===== config.mk =====
export PLATFORM = sky130hd
export DESIGN_NAME = fifo_param
export DESIGN_NICKNAME = d
export VERILOG_FILES = /design/src/rtl/fifo_param.sv
export SDC_FILE = /design/constraint.sdc
export NUM_CORES = 1
export LEC_CHECK = 0
export CAP_MARGIN = 15
export CORE_ASPECT_RATIO = 1.25
export CORE_MARGIN = 3
export CORE_UTILIZATION = 56
export DETAILED_ROUTE_END_ITERATION = 12
export GPL_TIMING_DRIVEN = 0
export HOLD_SLACK_MARGIN = 0.06
export PLACE_DENSITY = 0.86
export SYNTH_ARGS = -nofsm -noshare
export SYNTH_HDL_FRONTEND = slang
export SYNTH_SLANG_ARGS = --single-unit

===== constraint.sdc =====
create_clock -name clk -period 3.4 [get_ports clk]
set_input_delay 0.34 -clock clk [delete_from_list [all_inputs] [get_ports clk]]
set_output_delay 0.34 -clock clk [all_outputs]
set_load 0.02 [all_outputs]

===== src/rtl/fifo_param.sv =====
// fifo_param: parametrised synchronous FIFO with occupancy count, almost flags and sticky errors.
// Optional high-water mark output peak_count when FIFO_PEAK_EN is defined.
module fifo_param #(
  parameter int BITNUMBER       = 10,
  parameter int LENGTH          = 8,
  parameter int PTR_W           = $clog2(LENGTH),
  parameter int ALMOST_FULL_TH  = 6,
  parameter int ALMOST_EMPTY_TH = 2
) (
  input  logic                 clk,
  input  logic                 reset,
  input  logic                 write,
  input  logic                 read,
  input  logic [BITNUMBER-1:0] data_in,
  output logic [BITNUMBER-1:0] data_out,
  output logic [PTR_W-1:0]     ptr_write,
  output logic [PTR_W-1:0]     ptr_read,
  output logic [PTR_W:0]       count,
  output logic                 full,
  output logic                 empty,
  output logic                 almost_full,
  output logic                 almost_empty,
`ifdef FIFO_PEAK_EN
  output logic [PTR_W:0]       peak_count,
`endif
  output logic                 overflow_err,
  output logic                 underflow_err
);
  localparam logic [PTR_W:0] DEPTH = (PTR_W+1)'(LENGTH);
  localparam logic [PTR_W:0] AF_TH = (PTR_W+1)'(ALMOST_FULL_TH);
  localparam logic [PTR_W:0] AE_TH = (PTR_W+1)'(ALMOST_EMPTY_TH);
  logic [BITNUMBER-1:0] mem [LENGTH];
  logic                 rd_ok, wr_ok;
  logic [PTR_W:0]       count_nxt;
  assign full         = count == DEPTH;
  assign empty        = count == '0;
  assign almost_full  = count >= AF_TH;
  assign almost_empty = count <= AE_TH;
  // a read from a full FIFO frees the slot the simultaneous write lands in
  assign rd_ok = read & ~empty;
  assign wr_ok = write & (~full | rd_ok);
  always_comb begin
    count_nxt = (wr_ok && !rd_ok) ? count + 1'b1 :
                (rd_ok && !wr_ok) ? count - 1'b1 : count;
  end
  always_ff @(posedge clk) begin
    if (wr_ok) mem[ptr_write] <= data_in;
  end
  always_ff @(posedge clk or posedge reset) begin
    if (reset) begin
      ptr_write     <= '0;
      ptr_read      <= '0;
      count         <= '0;
      data_out      <= '0;
      overflow_err  <= 1'b0;
      underflow_err <= 1'b0;
    end else begin
      count <= count_nxt;
      if (wr_ok) ptr_write <= ptr_write + 1'b1;
      if (rd_ok) begin
        data_out <= mem[ptr_read];
        ptr_read <= ptr_read + 1'b1;
      end
      if (write && !wr_ok) overflow_err <= 1'b1;
      if (read && empty) underflow_err <= 1'b1;
    end
  end
`ifdef FIFO_PEAK_EN
  always_ff @(posedge clk or posedge reset) begin
    if (reset) peak_count <= '0;
    else if (count_nxt > peak_count) peak_count <= count_nxt;
  end
`endif
endmodule


# Yosys cells after proc, flatten, opt, wreduce, memory -nomap -nowiden
# Memories as Yosys holds them, arrays and structs flattened. A register that Yosys moved wholly into a read port is not among the register bits.
# Index checks and enable logic that the tools add are counted.
dict set report op_classes {
  add_sub_neg 4
  n_lt_le_gt_ge 2
  n_eq_ne 1
  n_mux 4
  bitwise_logic 5
  n_reduce_logical 8
}
# operator n
set op_table {}
lappend op_table {{4-bit two-way mux} 2}
lappend op_table {{3-bit by 1-bit adder with 3-bit output (second input constant)} 2}
lappend op_table {{4-bit by 1-bit adder with 4-bit output (second input constant)} 1}
lappend op_table {{4-bit equality test (second input constant)} 1}
lappend op_table {{4-bit by 3-bit greater-or-equal comparator with 1-bit output (second input constant)} 1}
lappend op_table {{4-bit by 2-bit <= comparator with 1-bit output (second input constant)} 1}
lappend op_table {{1-bit logical AND} 4}
lappend op_table {{4-bit zero test} 1}
lappend op_table {{4-bit by 1-bit subtractor with 4-bit output (second input constant)} 1}
lappend op_table {{1-bit AND} 2}
lappend op_table {{1-bit zero test} 2}
lappend op_table {{1-bit two-way mux} 2}
lappend op_table {{1-bit inverter} 2}
lappend op_table {{2-bit nonzero test} 1}
lappend op_table {{1-bit bitwise OR} 1}
dict set report totals {
  ff_bits 12
  ramBits 80
  input_bits 14
  out_inout_bits 26
  word_cells 30
  memories 1
}
# name depth word_bits rd rd_clocked_by_memory_dff write_ports line_no
set memory_table {}
lappend memory_table {mem 8 10 1 1 1 32} ;# logic [BITNUMBER-1:0] mem [LENGTH];

# Longest topological paths before layout
# Gate-level depths: netlist of the first run.
dict set report logic_depth {
  word_depth 9
  mapped_depth 10
  depth_no_buf 10
}

# Worst setup path after synthesis of the first run
# No wires, ideal clock.
dict set report synth_path {
  path_kind {register to register}
  start {register count[1]}
  end {register count[3]}
  arrival_time_ns 3.341
  t_required_ns 3.274
  path_slack_ns -0.067
  path_stages_with_launch 11
  path_buffers 1
  period_less_slack_ns 3.467
  cell_sequence {dfrtp_1 > nor4_1 > nand2b_1 > buf_2 > ha_1 > inv_1 > ha_1 > a21o_1 > a2111oi_0 > a31oi_1 > a221o_1}
}
dict set report synth_via {
  elab_chain_len 8
  word_cells_on_any_way 16
  cone_classes {add/sub (2); eq/ne (1); mux (2); bitwise (5); reduce/logical (6)}
}
# item line_no
set synth_lines {}
lappend synth_lines {{start, declared} 18} ;# output logic [PTR_W:0] count,
lappend synth_lines {{start signal, assigned} 58} ;# count <= count_nxt;
lappend synth_lines {{4-bit zero test *} 36} ;# assign empty = count == '0;
lappend synth_lines {{named net empty} 20} ;# output logic empty,
lappend synth_lines {{1-bit inverter *} 40} ;# assign rd_ok = read & ~empty;
lappend synth_lines {{1-bit AND *} 40}
lappend synth_lines {{1-bit bitwise OR} 41} ;# assign wr_ok = write & (~full | rd_ok);
lappend synth_lines {{1-bit AND} 41}
lappend synth_lines {{1-bit zero test} 44} ;# (rd_ok && !wr_ok) ? count - 1'b1 : count;
lappend synth_lines {{1-bit logical AND} 44}
lappend synth_lines {{2-bit nonzero test (no source line)} n/a}
# The timed path passes the listed nets; every way through them passes the cells marked *. The select of a mux whose other input is x is not followed.
# A chain may end at the register's enable or synchronous reset.

# Worst setup path in the final report of the first run
dict set report layout_path {
  start {register count[1]}
  end {register count[3]}
}
dict set report layout_via {
  elab_chain_len 8
  word_cells_on_any_way 16
  cone_classes {add/sub (2); eq/ne (1); mux (2); bitwise (5); reduce/logical (6)}
}
# item line_no
set layout_lines {}
lappend layout_lines {{4-bit zero test} 36}
lappend layout_lines {{1-bit inverter} 40}
lappend layout_lines {{1-bit AND} 40}
lappend layout_lines {{1-bit bitwise OR *} 41}
lappend layout_lines {{1-bit AND *} 41}
lappend layout_lines {{named net wr_ok} 33} ;# logic rd_ok, wr_ok;
lappend layout_lines {{1-bit zero test} 44}
lappend layout_lines {{1-bit logical AND} 44}
lappend layout_lines {{2-bit nonzero test (no source line)} n/a}
# Marks and branches as above.

==> reports/qor.yml, run 1 <==
run_status:
  status: "complete, no violations"
placement:
  dpl_cell_area_um2: 4680
  place_congestion: 0.741
  portBuffers: 39
  dpl.hpwl_um: 5270
sta:
  min_period_ns: 3.21
  finalCritPeriodShare: 0.945
  finalSetupViolCount: 0
  slew_headroom: 0.191
  tightest_slew_ns: 1.21
  fmax_mhz: 311
  slew_viol_final: 0
  hold_viol_final: 0
  fin_skew_ns: 0.00772
clocking:
  hold_buffers: 0
  clk_pin_slew_ns: 0.10
  h-tree-depth: 3
  clock_path_buffers: 2
  ctsRootBufferMaster: "clkbuf_8"
  cts_made_buffers: 9
  cts_tree: "yes"
  cts.sinks: 102
  clk_latency_ns: 0.37
route:
  vias: 2373
  wl_um: 8070
  ant_nets: 0
  drt-wirelength-per-cell_um: 20.1
  drt_iter0_markers: 185
  viasPerCell: 5.90
  firstDrtPassIters: 5
  post-route-drc-count: 0
yosys:
  synth_fa_ha_area_frac: 0.0201
  netlist_instances: 252
  synth.avg_cell_area_um2: 16.3
  syn_area_um2: 4120
  synth_simple_gate_area_frac: 0.0450
  async_flop_share: 0.216
  synth_edf_count: 80
  synthXorXnorAreaFrac: 0.0128
  ys_ff_latch: 102
  synth_top_family_by_area: "multiplexers"
  syn_nets: 272
  yosysSeqAreaShare: 0.717
  synth.area.mux_share: 0.109
  synthDistinctLibCells: 34
  synth_compound_area_frac: 0.0754
  synth_ff_type: "edfxtp_1"
  ys_warn_count: 0
power_and_ir_drop:
  power_switching_mw: 1.55
  clkPwrFrac: 0.168
  power_leakage_nw: 1.77
  irDropWorstVdd_mv: 0.466
  internal-power_mw: 2.73
  power_switching_share: 0.362
  seq_power_share: 0.429
  powerDensity_nw_per_um2: 874
  combPwrFrac: 0.403
global_routing:
  use_met3: 0.0467
  antenna_found_initial: 0
  use_met2: 0.338
  grt_pass1_wl_um: 12000
  grt_pass1_vias: 2266
  grt_overflow: 0
  grt_use_met1: 0.252
  grt_max_degree: 23
  busiest_layer: "met2"
  grt_usage: 0.205
floorplanning:
  num_rows: 34
  initial_core_util: 0.583
  die_x_um: 82.7
  core_area_um2: 7060
  die_area_um2: 8420
  io_pins: 40
  die_h_um: 102
setup_path:
  worst_path_most_repeated_cell: "ha_1"
  worstReg2RegStart: "count[1]"
  slowest_stage: "or4b_4"
  worstPathArrival_ns: 3.48
  cp_max_fo: 8
  critPathKind: "flop to flop"
  critical_path.top_delay_family: "compound AO/OA/AOI/OAI gates"
  endpoint_kind: "flop"
  required_ns: 3.67
  slowest_delay_ns: 0.59
  startpoint_type: "flop"
  critical_path_buf_inv_count: 2
  crit_path_start: "count[1]"
  worstPathCellList: "or4b_4 > o21ai_4 > inv_2 > ha_1 > inv_1 > ha_1 > a21o_1 > a2111oi_1 > a31oi_1 > a221o_1"
worst_hold_path:
  hp-class: "primary input to asynchronous set/reset pin"
cells_and_area:
  fin_util: 0.693
  seqCellArea_um2: 2950
  fin_area_um2: 4890
  area_delta_synth_final_pct: 18.8
  num-fill-cells: 479
  antenna-diode-count: 0
  multiInputGateArea_um2: 1110
  drive_gt1_frac: 0.199
  nets: 327
job:
  maxCapViolations: 0
[sequential cells by signal, indices dropped and copies added (netlist names)]
name           flops
mem               80
data_out          10
count              4
ptr_read           3
ptr_write          3
overflow_err       1
underflow_err      1
[cell usage after synthesis, types with 4 or more instances]
library cell | count | area share
dfrtp_1 | 22 | 0.13
o21ai_0 | 11 | 0.013
ha_1 | 5 | 0.015
xnor2_1 | 5 | 0.011
nand2_1 | 17 | 0.016
nor2_1 | 7 | 0.0064
nor3_1 | 5 | 0.0061
a221o_1 | 11 | 0.027
mux2i_1 | 20 | 0.049
o22ai_1 | 10 | 0.015
inv_1 | 4 | 0.0036
nand2b_1 | 4 | 0.0061
mux2_2 | 22 | 0.060
edfxtp_1 | 80 | 0.58
[stage by stage]
stage,setup TNS [ns],setup slack [ns],hold WS [ns],power (mW),instances
2_1_floorplan,0,0.210,0.329,2.90,252
3_3_place_gp,0,0.186,0.441,3.49,381
3_5_place_dp,0,0.172,0.444,3.58,384
4_1_cts,0,0.135,0.463,4.29,400
5_1_grt,-0.0139,-0.0139,0.476,4.50,402
6_report,0,0.188,0.433,4.28,402
[cell families (layout without fill, tap and decap cells)]
family                   count (synthesis)  after routing
flip-flops                             102            102
multiplexers                            42             42
adder cells (fa/ha/maj)                  6              6
AND/OR/NAND/NOR                         39             39
AO/OA/AOI/OAI                           42             42
XOR/XNOR                                 6              6
buffers and inverters                   15             75
[power by group through the flow]
stage               clock network [mW]  logic, mW  registers (mW)
global placement                     0       1.65            1.84
floorplan                            0      0.927            1.97
global route                     0.775       1.85            1.87
detailed placement                   0       1.72            1.86
finish                           0.720       1.72            1.83
CTS                              0.735       1.73            1.83
[worst paths after layout]
check	endpoint	slack, ns	depth (start not counted)
setup / recovery	count[3]	0.19	10
hold reg to reg	overflow_err	0.47	1
setup reg to reg	count[3]	0.19	10
min in group clk	overflow_err	0.47	1
hold / removal	data_out[8]	0.43	2
max in group asynchronous	data_out[9]	2.42	2
[cell usage in the layout (no fill, tap or decap), types with 4 or more instances in the layout]
cell type         n
edfxtp_1         80
clkdlybuf4s50_1  39
mux2_2           22
dfrtp_1          22
mux2i_1          20
nand2_1          17
o21ai_0          11
a221o_1          11
o22ai_1          10
clkbuf_8          9
nor2_1            7
buf_4             6
xnor2_1           5
ha_1              5
buf_6             4
inv_1             4
nor3_2            4
inv_6             4
[what timing repair did]
action,CTS,global route
endpoints found under the setup margin,0,1
setup buffers,0,2
endpoints found under the hold margin,0,0
gates resized for setup,0,3
[layer usage]
metal	part of all wire	wire [um]
met5	0	0
met1	0.38	3090
met4	0.028	228
met3	0.067	537
met2	0.52	4220
[final cells by class]
type                            count  area share
Buffer                             10      0.0141
Clock inverter                      7      0.0133
Inverter                            5     0.00384
Timing Repair Buffer               44      0.0890
Sequential cell                   102       0.604
Tap cell                           90      0.0230
Clock buffer                        9      0.0253
Multi-Input combinational cell    135       0.228
(Power assumes the default switching activity.)
==> run 2, diff against run 1 <==
CORE_ASPECT_RATIO = 1.2   (was 1.25)
CORE_UTILIZATION = 60   (was 56)
DONT_BUFFER_PORTS = 1   (was not set)
PLACE_DENSITY = 0.84   (was 0.86)
==> reports/qor.yml, run 2 (synthesized netlist as in run 1, its figures left out) <==
clocking:
  h-tree-depth: 3  # unchanged
  cts.sinks: 102  # unchanged
  ctsRootBufferMaster: "clkbuf_8"
  cts_tree: "yes"
  clk_pin_slew_ns: 0.10  # about the same
  clock_path_buffers: 2  # unchanged
  post_cts_buffers: 0  # unchanged
  cts_made_buffers: 9  # unchanged
  clk_latency_ns: 0.37  # about the same
floorplanning:
  die_h_um: 96.7  # -5.0%
  io_pins: 40  # unchanged
  die_area_um2: 7890  # -6.3%
  num_rows: 32  # -5.9%
  die_x_um: 81.6  # -1.3%
  initial_core_util: 0.631  # +0.0478
  core_area_um2: 6530  # -7.6%
setup_path:
  critPathKind: "flop to flop"
  critical_path_buf_inv_count: 2  # unchanged
  slowest_stage: "or4b_4"
  critical_path.top_delay_family: "compound AO/OA/AOI/OAI gates"
  cp_max_fo: 7  # -1
  r2r_cells: 10  # unchanged
  r2r-end: "count[3]"
  startpoint_type: "flop"
  worstPathArrival_ns: 3.57  # +0.09 ns
  endpoint_kind: "flop"
  rrSetupSlack_ns: 0.09  # -0.10 ns
  worstPathCellList: "or4b_4 > o21ai_4 > inv_2 > ha_1 > inv_1 > ha_1 > a21o_1 > a2111oi_0 > a31oi_1 > a221o_1"
  worstReg2RegStart: "count[2]"
  slowest_delay_ns: 0.60  # about the same
  required_ns: 3.66  # about the same
  worst_path_most_repeated_cell: "ha_1"
cells_and_area:
  final_common_cell: "edfxtp_1"
  largest-register: "mem"
  area_delta_synth_final_pct: 11.9
  antenna-diode-count: 0  # unchanged
  nets: 297  # -9.2%
  final_cell_mix: "80 x edfxtp_1, 22 x mux2_2, 20 x mux2i_1"
  fin_util: 0.706  # +0.0131
  drive_gt1_frac: 0.227  # +0.0282
  reg.largest.list: "mem: 80 flops, data_out: 10 flops, count: 4 flops"
  num-fill-cells: 412  # -14%
  largest_reg_flops: 80  # unchanged
global_routing:
  grt_overflow: 0  # unchanged
  grt_usage: 0.225  # +0.0202
  grt_max_degree: 23  # unchanged
  grt_pass1_vias: 2386  # +5.3%
  grt_pass1_wl_um: 12900  # +7.7%
  antenna_found_initial: 0  # unchanged
power_and_ir_drop:
  power_leakage_nw: 1.65  # -6.8%
  irDropWorstVdd_mv: 0.462  # -0.89%
  powerDensity_nw_per_um2: 869  # -0.64%
placement:
  place_congestion: 0.740  # about the same
  portBuffers: 0  # -100%
  dpl.hpwl_um: 5390  # +2.1%
  pre_cts_ws_ns: -0.257  # -0.429 ns
sta:
  setup_slack_ns: 0.0906  # -0.0979 ns
  fmax_mhz: 302  # -3.0%
  slew_headroom: 0.249  # +0.0585
  finalCritPeriodShare: 0.973  # +0.0288
  hold_viol_final: 0  # unchanged
  min_period_ns: 3.31  # +0.0979 ns
  slew_viol_final: 0  # unchanged
  rsz0062_at_grt: "false"
  tightest_slew_ns: 1.12  # -0.0875 ns
  finalSetupViolCount: 0  # unchanged
  hold-worst-slack_ns: 0.0893  # -0.343 ns
  fin_skew_ns: 0.0109  # +0.00314 ns
route:
  post-route-drc-count: 0  # unchanged
  firstDrtPassIters: 5  # unchanged
  viasPerCell: 6.21  # +5.2%
  wl_um: 8260  # +2.3%
  vias: 2280  # -3.9%
  drt_iter0_markers: 142  # -23%
  ant_nets: 0  # unchanged
  drt-wirelength-per-cell_um: 22.5  # +12%
run_status:
  status: "complete, no violations"
worst_hold_path:
  hp-start: "read"
  hp-class: "primary input to flop"
  hold_end: "underflow_err"
  hold-path-cell-count: 1
job:
  maxCapViolations: 0  # unchanged
run 2: metal layers:
metal | wire, um | track usage | share of wire | vias up
met4 | 168 | 0.0985 | 0.020 | 0
met2 | 4310 | 0.366 | 0.52 | 90
met1 | 3290 | 0.292 | 0.40 | 1149
met5 | 0 | 0 | 0 | -
li1 | - | - | - | 1028
met3 | 488 | 0.0410 | 0.059 | 13
run 2: report_power, final:
part	leakage, nW	switching [mW]	internal [mW]
registers	0.980	0.399	1.63
logic	0.575	0.704	0.565
clock network	0.0906	0.425	0.275
total	1.65	1.53	2.47
run 2: worst reg2reg max path: cells and delay by family, from the launching register on:
family          cells  cell delay [ns]
compound gates      5             1.32
fa+ha+maj           2             0.49
buf+inv             2             0.27
flops               1             0.52
simple gates        1             0.60
run 2: how the worst max path moves through the flow:
| stage | startpoint | endpoint | cells after the start | slack [ns] |
|---|---|---|---|---|
| finish | count[2] | count[3] | 10 | 0.09 |
| global route | count[2] | count[3] | 10 | 0.005 |
| CTS | count[0] | count[3] | 10 | 0.009 |
| detailed placement | count[2] | count[3] | 10 | -0.26 |
| global placement | count[1] | count[3] | 10 | -0.16 |
| floorplan | count[1] | count[3] | 10 | 0.21 |
run 2: final cells by class:
class	instances	area (um2)	share of cell area
well taps	85	106	0.0231
flip-flops and latches	102	2960	0.642
clock inverters	7	56.3	0.0122
inverters	5	18.8	0.00407
clock buffers	9	124	0.0269
multi-input cells	135	1130	0.245
plain buffers	9	61.3	0.0133
repair buffers	15	155	0.0337
run 2: repair_timing:
item | 4_1_cts | 5_1_grt
endpoints found under the hold margin | 94 | 0
endpoints found under the setup margin | 1 | 1
pin swaps | 1 | 1
resized for setup | 4 | 3
hold buffers | 11 | 0
run 2: metrics by stage:
stage | total power, mW | cells | cell area (um2) | TNS [ns]
6_report | 4.00 | 367 | 4610 | 0
5_1_grt | 4.21 | 367 | 4610 | 0
4_1_cts | 4.00 | 368 | 4600 | 0
3_5_place_dp | 3.28 | 341 | 4300 | -0.257
3_3_place_gp | 3.17 | 337 | 4230 | -0.159
2_1_floorplan | 2.90 | 252 | 4120 | 0
==> run 3, diff against run 2 <==
CAP_MARGIN = 40   (was 15)
==> reports/qor.yml, run 3 (synthesized netlist as in run 1, its figures left out) <==
run_status:
  status: "complete, no violations"
sta:
  min_period_ns: 3.25  # -0.0592 ns
  finalSetupViolCount: 0  # unchanged
  slew_headroom: 0.410  # +0.160
  hold_viol_final: 0  # unchanged
  rsz0062_at_grt: "false"
  fin_setup_tns_ns: 0  # unchanged
  fin_skew_ns: 0.0111  # +0.000210 ns
  fmax_mhz: 308  # +1.8%
  setup_slack_ns: 0.150  # +0.0592 ns
  slew_viol_final: 0  # unchanged
  finalCritPeriodShare: 0.956  # -0.0174
  tightest_slew_ns: 0.878  # -0.244 ns
cells_and_area:
  drive_gt1_frac: 0.247  # +0.0205
  nets: 306  # +3.0%
  antenna-diode-count: 0  # unchanged
  final_cell_mix: "80 x edfxtp_1, 22 x mux2_2, 20 x mux2i_1"
  stdcell_count: 376  # +2.5%
  reg.largest.list: "mem: 80 flops, data_out: 10 flops, count: 4 flops"
  largest-register: "mem"
  seqCellArea_um2: 2960  # unchanged
  largest_reg_flops: 80  # unchanged
  final_common_cell: "edfxtp_1"
  num-fill-cells: 383  # -7.0%
  area_delta_synth_final_pct: 14.6
  fin_util: 0.723  # +0.0169
  multiInputGateArea_um2: 1130  # +0.11%
power_and_ir_drop:
  power_switching_mw: 1.52  # -0.23%
  power_switching_share: 0.372  # -0.00964
  internal-power_mw: 2.57  # +4.0%
  irDropWorstVdd_mv: 0.523  # +13%
  combPwrFrac: 0.321  # +0.004
  power_leakage_nw: 1.70  # +3.2%
  clkPwrFrac: 0.183  # +0.008
  powerDensity_nw_per_um2: 868  # about the same
  seq_power_share: 0.496  # -0.012
  power_mw: 4.10  # +2.4%
setup_path:
  worstPathCellList: "or4b_4 > o21ai_4 > inv_2 > ha_1 > inv_1 > ha_1 > a21o_1 > a2111oi_1 > a31oi_1 > a221o_1"
  endpoint_kind: "flop"
  slowest_delay_ns: 0.61  # about the same
  slowest_stage: "or4b_4"
  critPathKind: "flop to flop"
  worstPathArrival_ns: 3.51  # -0.06 ns
  required_ns: 3.66  # about the same
  critical_path_buf_inv_count: 2  # unchanged
  crit_path_start: "count[2]"
  critical_path.top_delay_family: "compound AO/OA/AOI/OAI gates"
  cp_max_fo: 7  # unchanged
  worst_path_most_repeated_cell: "ha_1"
  startpoint_type: "flop"
  worstReg2RegStart: "count[2]"
route:
  post-route-drc-count: 0  # unchanged
  wl_um: 8440  # +2.2%
  firstDrtPassIters: 4  # -1
  drt_iter0_markers: 156  # +9.9%
  viasPerCell: 6.15  # -1.1%
  drt-wirelength-per-cell_um: 22.4  # -0.24%
  ant_nets: 0  # unchanged
  vias: 2311  # +1.4%
placement:
  dp.cells: 347  # +1.8%
  dpl.hpwl_um: 5720  # +6.2%
  place_congestion: 0.740  # unchanged
  pre_cts_ws_ns: -0.335  # -0.0783 ns
  portBuffers: 0  # unchanged
job:
  maxCapViolations: 0  # unchanged
floorplanning:
  num_rows: 32  # unchanged
  die_h_um: 96.7  # unchanged
  die_x_um: 81.6  # unchanged
  initial_core_util: 0.631  # unchanged
  io_pins: 40  # unchanged
  die_area_um2: 7890  # unchanged
  core_area_um2: 6530  # unchanged
clocking:
  cts_tree: "yes"
  clk_latency_ns: 0.37  # about the same
  cts_made_buffers: 9  # unchanged
  clock_path_buffers: 2  # unchanged
  clk_pin_slew_ns: 0.10  # about the same
  ctsRootBufferMaster: "clkbuf_8"
  h-tree-depth: 3  # unchanged
  cts.sinks: 102  # unchanged
global_routing:
  grt_pass1_wl_um: 12900  # +0.11%
  grt_overflow: 0  # unchanged
  grt_pass1_vias: 2365  # -0.88%
  antenna_found_initial: 0  # unchanged
  grt_max_degree: 18  # -22%
  grt_usage: 0.227  # +0.00254
worst_hold_path:
  hp-start: "write"
  hp-class: "primary input to flop"
## run 3: final timing paths
check / to / cells after the start / slack [ns]
setup / recovery: count[3] / 10 / 0.15
hold / removal: overflow_err / 1 / 0.09
hold reg to reg: underflow_err / 1 / 0.60
max in group asynchronous: data_out[7] / 3 / 2.57
setup reg to reg: count[3] / 10 / 0.15
min in group asynchronous: data_out[3] / 2 / 0.40
## run 3: cell type report
type,instances,area share
buffer,9,0.0130
clock buffer,10,0.0271
sequential,102,0.627
inverter,5,0.00398
clock inverter,6,0.0149
tap,85,0.0225
multi-input combinational,135,0.239
timing repair buffer,24,0.0523
## run 3: power groups by stage
stage          logic, mW  registers (mW)  clock network (mW)
2_1_floorplan      0.927            1.97                   0
3_3_place_gp        1.15            2.02                   0
3_5_place_dp        1.27            2.05                   0
4_1_cts             1.31            2.03               0.764
5_1_grt             1.43            2.07               0.814
6_report            1.31            2.03               0.751
## run 3: stage by stage
stage	hold WS [ns]	cell area [um2]
floorplan	0.329	4120
global placement	0.439	4230
detailed placement	0.230	4370
CTS	0.0792	4700
global route	0.0715	4720
finish	0.0919	4720
## run 3: metal layers
metal	share of wire	global-route usage
met1	0.39	0.297
met2	0.51	0.354
met3	0.077	0.0503
met4	0.021	0.118
met5	0	0
## run 3: repair_timing
action	CTS	global route
buffers inserted	0	3
hold buffers	11	0
pin swaps	1	2
cloned	0	0
gates resized for setup	7	1
endpoints found under the hold margin	86	0
endpoints found under the setup margin	1	1
==> patch, RTL diff (settings of run 1) <==
Set the parameter `BITNUMBER` to 20 (it was 10).
--- a/src/rtl/fifo_param.sv
+++ b/src/rtl/fifo_param.sv
@@ -2,5 +2,5 @@
 // Optional high-water mark output peak_count when FIFO_PEAK_EN is defined.
 module fifo_param #(
-  parameter int BITNUMBER       = 10,
+  parameter int BITNUMBER       = 20,
   parameter int LENGTH          = 8,
   parameter int PTR_W           = $clog2(LENGTH),
Ports: changed (resized data_in and data_out); port bits go from 40 to 60. The function was not compared with the original's and may differ.
==> patch against run 1 <==
- total power grew 98%
- cell area up 89%
- highest routed layer unchanged
- setup slack got worse by 0.0040 ns
- synthesized area up 83%
- first-iteration DRC count increased by 140%
- routed wire length up 110%
- sequential cell count increased by 90
- maximum frequency decreased by 0.13%
==> patch: results (changes against run 1) <==
Parameter                              Value

STA
  Clock Skews ... 0.01243 ns (was 0.007718 ns)
  Remaining max-slew budget at the tightest pin ... 37.84% (was 19.07%)

Layout
  Largest regs ... mem: 160 flops, data_out: 20 flops, count: 4 flops (was mem: 80 flops, data_out: 10 flops, count: 4 flops)
  Final Net Count ... 563 (was 327)
  Number of inserted filler cells in the final layout ... 756 (was 479)
  Post-route insts no fill ... 714 (was 402)
  Share of cells above drive strength 1 ... 22.34% (was 19.87%)

Placed design
  IO buf count ... 59 (was 39)
  RePlAce Congestion ... 0.7399 (was 0.7407)
  HPWL after detailed placement ... 10390 µm (was 5273 µm)
  Number of cells after detailed placement ... 677 (was 384)
  Pre-CTS setup slack ... 0.1162 ns (was 0.1721 ns)
  Post-Place Cell Area ... 8600 µm² (was 4682 µm²)

Synth
  Cell Area, Synth ... 7532 µm² (was 4116 µm²)
  Register area share after synthesis ... 74.42% (was 71.73%)
  Number of synthesized flops with an enable pin ... 160 (was 80)
  List of most frequent post-synthesis cells ... sky130_fd_sc_hd__edfxtp_1 (160), sky130_fd_sc_hd__mux2_2 (42), sky130_fd_sc_hd__mux2i_1 (40) (was sky130_fd_sc_hd__edfxtp_1 (80), sky130_fd_sc_hd__dfrtp_1 (22), sky130_fd_sc_hd__mux2_2 (22))
  Top cells by area in the synthesized netlist ... sky130_fd_sc_hd__edfxtp_1 (64%), sky130_fd_sc_hd__dfrtp_1 (11%), sky130_fd_sc_hd__mux2_2 (6.3%) (was sky130_fd_sc_hd__edfxtp_1 (58%), sky130_fd_sc_hd__dfrtp_1 (13%), sky130_fd_sc_hd__mux2_2 (6.0%))
  Number of distinct standard cells referenced by the synthesized netlist ... 35 (was 34)
  Synth Instances ... 435 (was 252)
  Async set-reset flop share out of synthesis ... 16.67% (was 21.57%)
  Net count after synthesis ... 465 (was 272)

Clock network
  Clock tree root buffer cell ... sky130_fd_sc_hd__clkbuf_16 (was sky130_fd_sc_hd__clkbuf_8)
  Count of H-tree levels built during CTS ... 4 (was 3)
  Clock slew at reported path FFs ... 0.07 ns (was 0.10 ns)
  TritonCTS Buffers ... 17 (was 9)
  Clock insertion delay at the later pin of the skew report ... 0.44 ns (was 0.37 ns)

Routing
  Post-detailed-routing wire length ... 16610 µm (was 8073 µm)
  Starting DRC count in detailed routing ... 437 (was 185)
  1st-pass router iterations ... 4 (was 5)
  Number of vias after detailed routing ... 4387 (was 2373)

Pwr
  Largest voltage drop on the vdd net ... 540.4 µV (was 465.8 µV)
  Leakage power total ... 3.314 nW (was 1.766 nW)

Status
  Outcome ... completed (unchanged)

Worst setup path
  CP Data Arrival Time ... 3.53 ns (was 3.48 ns)

GRT
  Maximum number of pins on one net before global-route repair ... 24 (was 23)
  Overall fraction of global-route tracks in use ... 24.05% (was 20.47%)
  Wire length of the first global-routing pass ... 25430 µm (was 11960 µm)
  Vias in the first global route ... 4581 (was 2266)
[patch: final cells by class]
class,instances,share of cell area (%)
flip-flops and latches,192,60.54
multi-input cells,215,19.44
repair buffers,79,9.227
clock buffers,21,4.972
well taps,168,2.270
clock inverters,11,1.689
plain buffers,23,1.635
inverters,5,0.2297
[patch: kinds of logic after synthesis]
logic type,after synthesis,share of synthesized area (%)
flip-flops,192,74.42
AND/OR/NAND/NOR,49,2.957
XOR/XNOR,6,0.6977
adder cells (fa/ha/maj),6,1.096
AO/OA/AOI/OAI,72,6.944
multiplexers,82,11.59
buffers and inverters,28,2.292
[patch: worst paths after layout]
path                                          start                        to  slack, ns  depth (start not counted)
min                                           reset  data_out[16]$_DFFE_PP0P_       0.23                          2
max in group asynchronous                     reset      count[1]$_DFFE_PP0P_       2.64                          3
max reg2reg                    count[1]$_DFFE_PP0P_      count[3]$_DFFE_PP0P_       0.18                         10
max                            count[1]$_DFFE_PP0P_      count[3]$_DFFE_PP0P_       0.18                         10
min in group clk           overflow_err$_DFFE_PP0P_  overflow_err$_DFFE_PP0P_       0.46                          1
min reg2reg                overflow_err$_DFFE_PP0P_  overflow_err$_DFFE_PP0P_       0.46                          1
[patch: stage by stage]
step	hold slack (ns)	util (%)
3_5_place_dp	0.4474	66.41
5_1_grt	0.2908	71.52
4_1_cts	0.2372	71.17
3_3_place_gp	0.4407	64.40
6_report	0.2323	71.52
2_1_floorplan	0.4389	-
[patch: report_power, final]
part / internal (mW) / total (mW) / switching (mW)
combinational: 1.39 / 3.05 / 1.65
clock: 1.21 / 2.07 / 0.862
sequential: 3.05 / 3.33 / 0.288
total: 5.65 / 8.45 / 2.80
[patch: timing repair]
| item | in CTS | in global routing |
|---|---|---|
| gates resized for setup | 0 | 3 |
| setup endpoints to repair | 0 | 1 |
| buffers inserted | 0 | 5 |
[patch: routing by layer]
metal  vias to the layer above  share of wire, %  GRT usage [%]
li1                       1894                 -              -
met1                      2227                38          30.35
met2                       221                51          38.42
met3                        45               7.8          6.676
met4                         0               2.8          11.57
met5                         -                 0              0
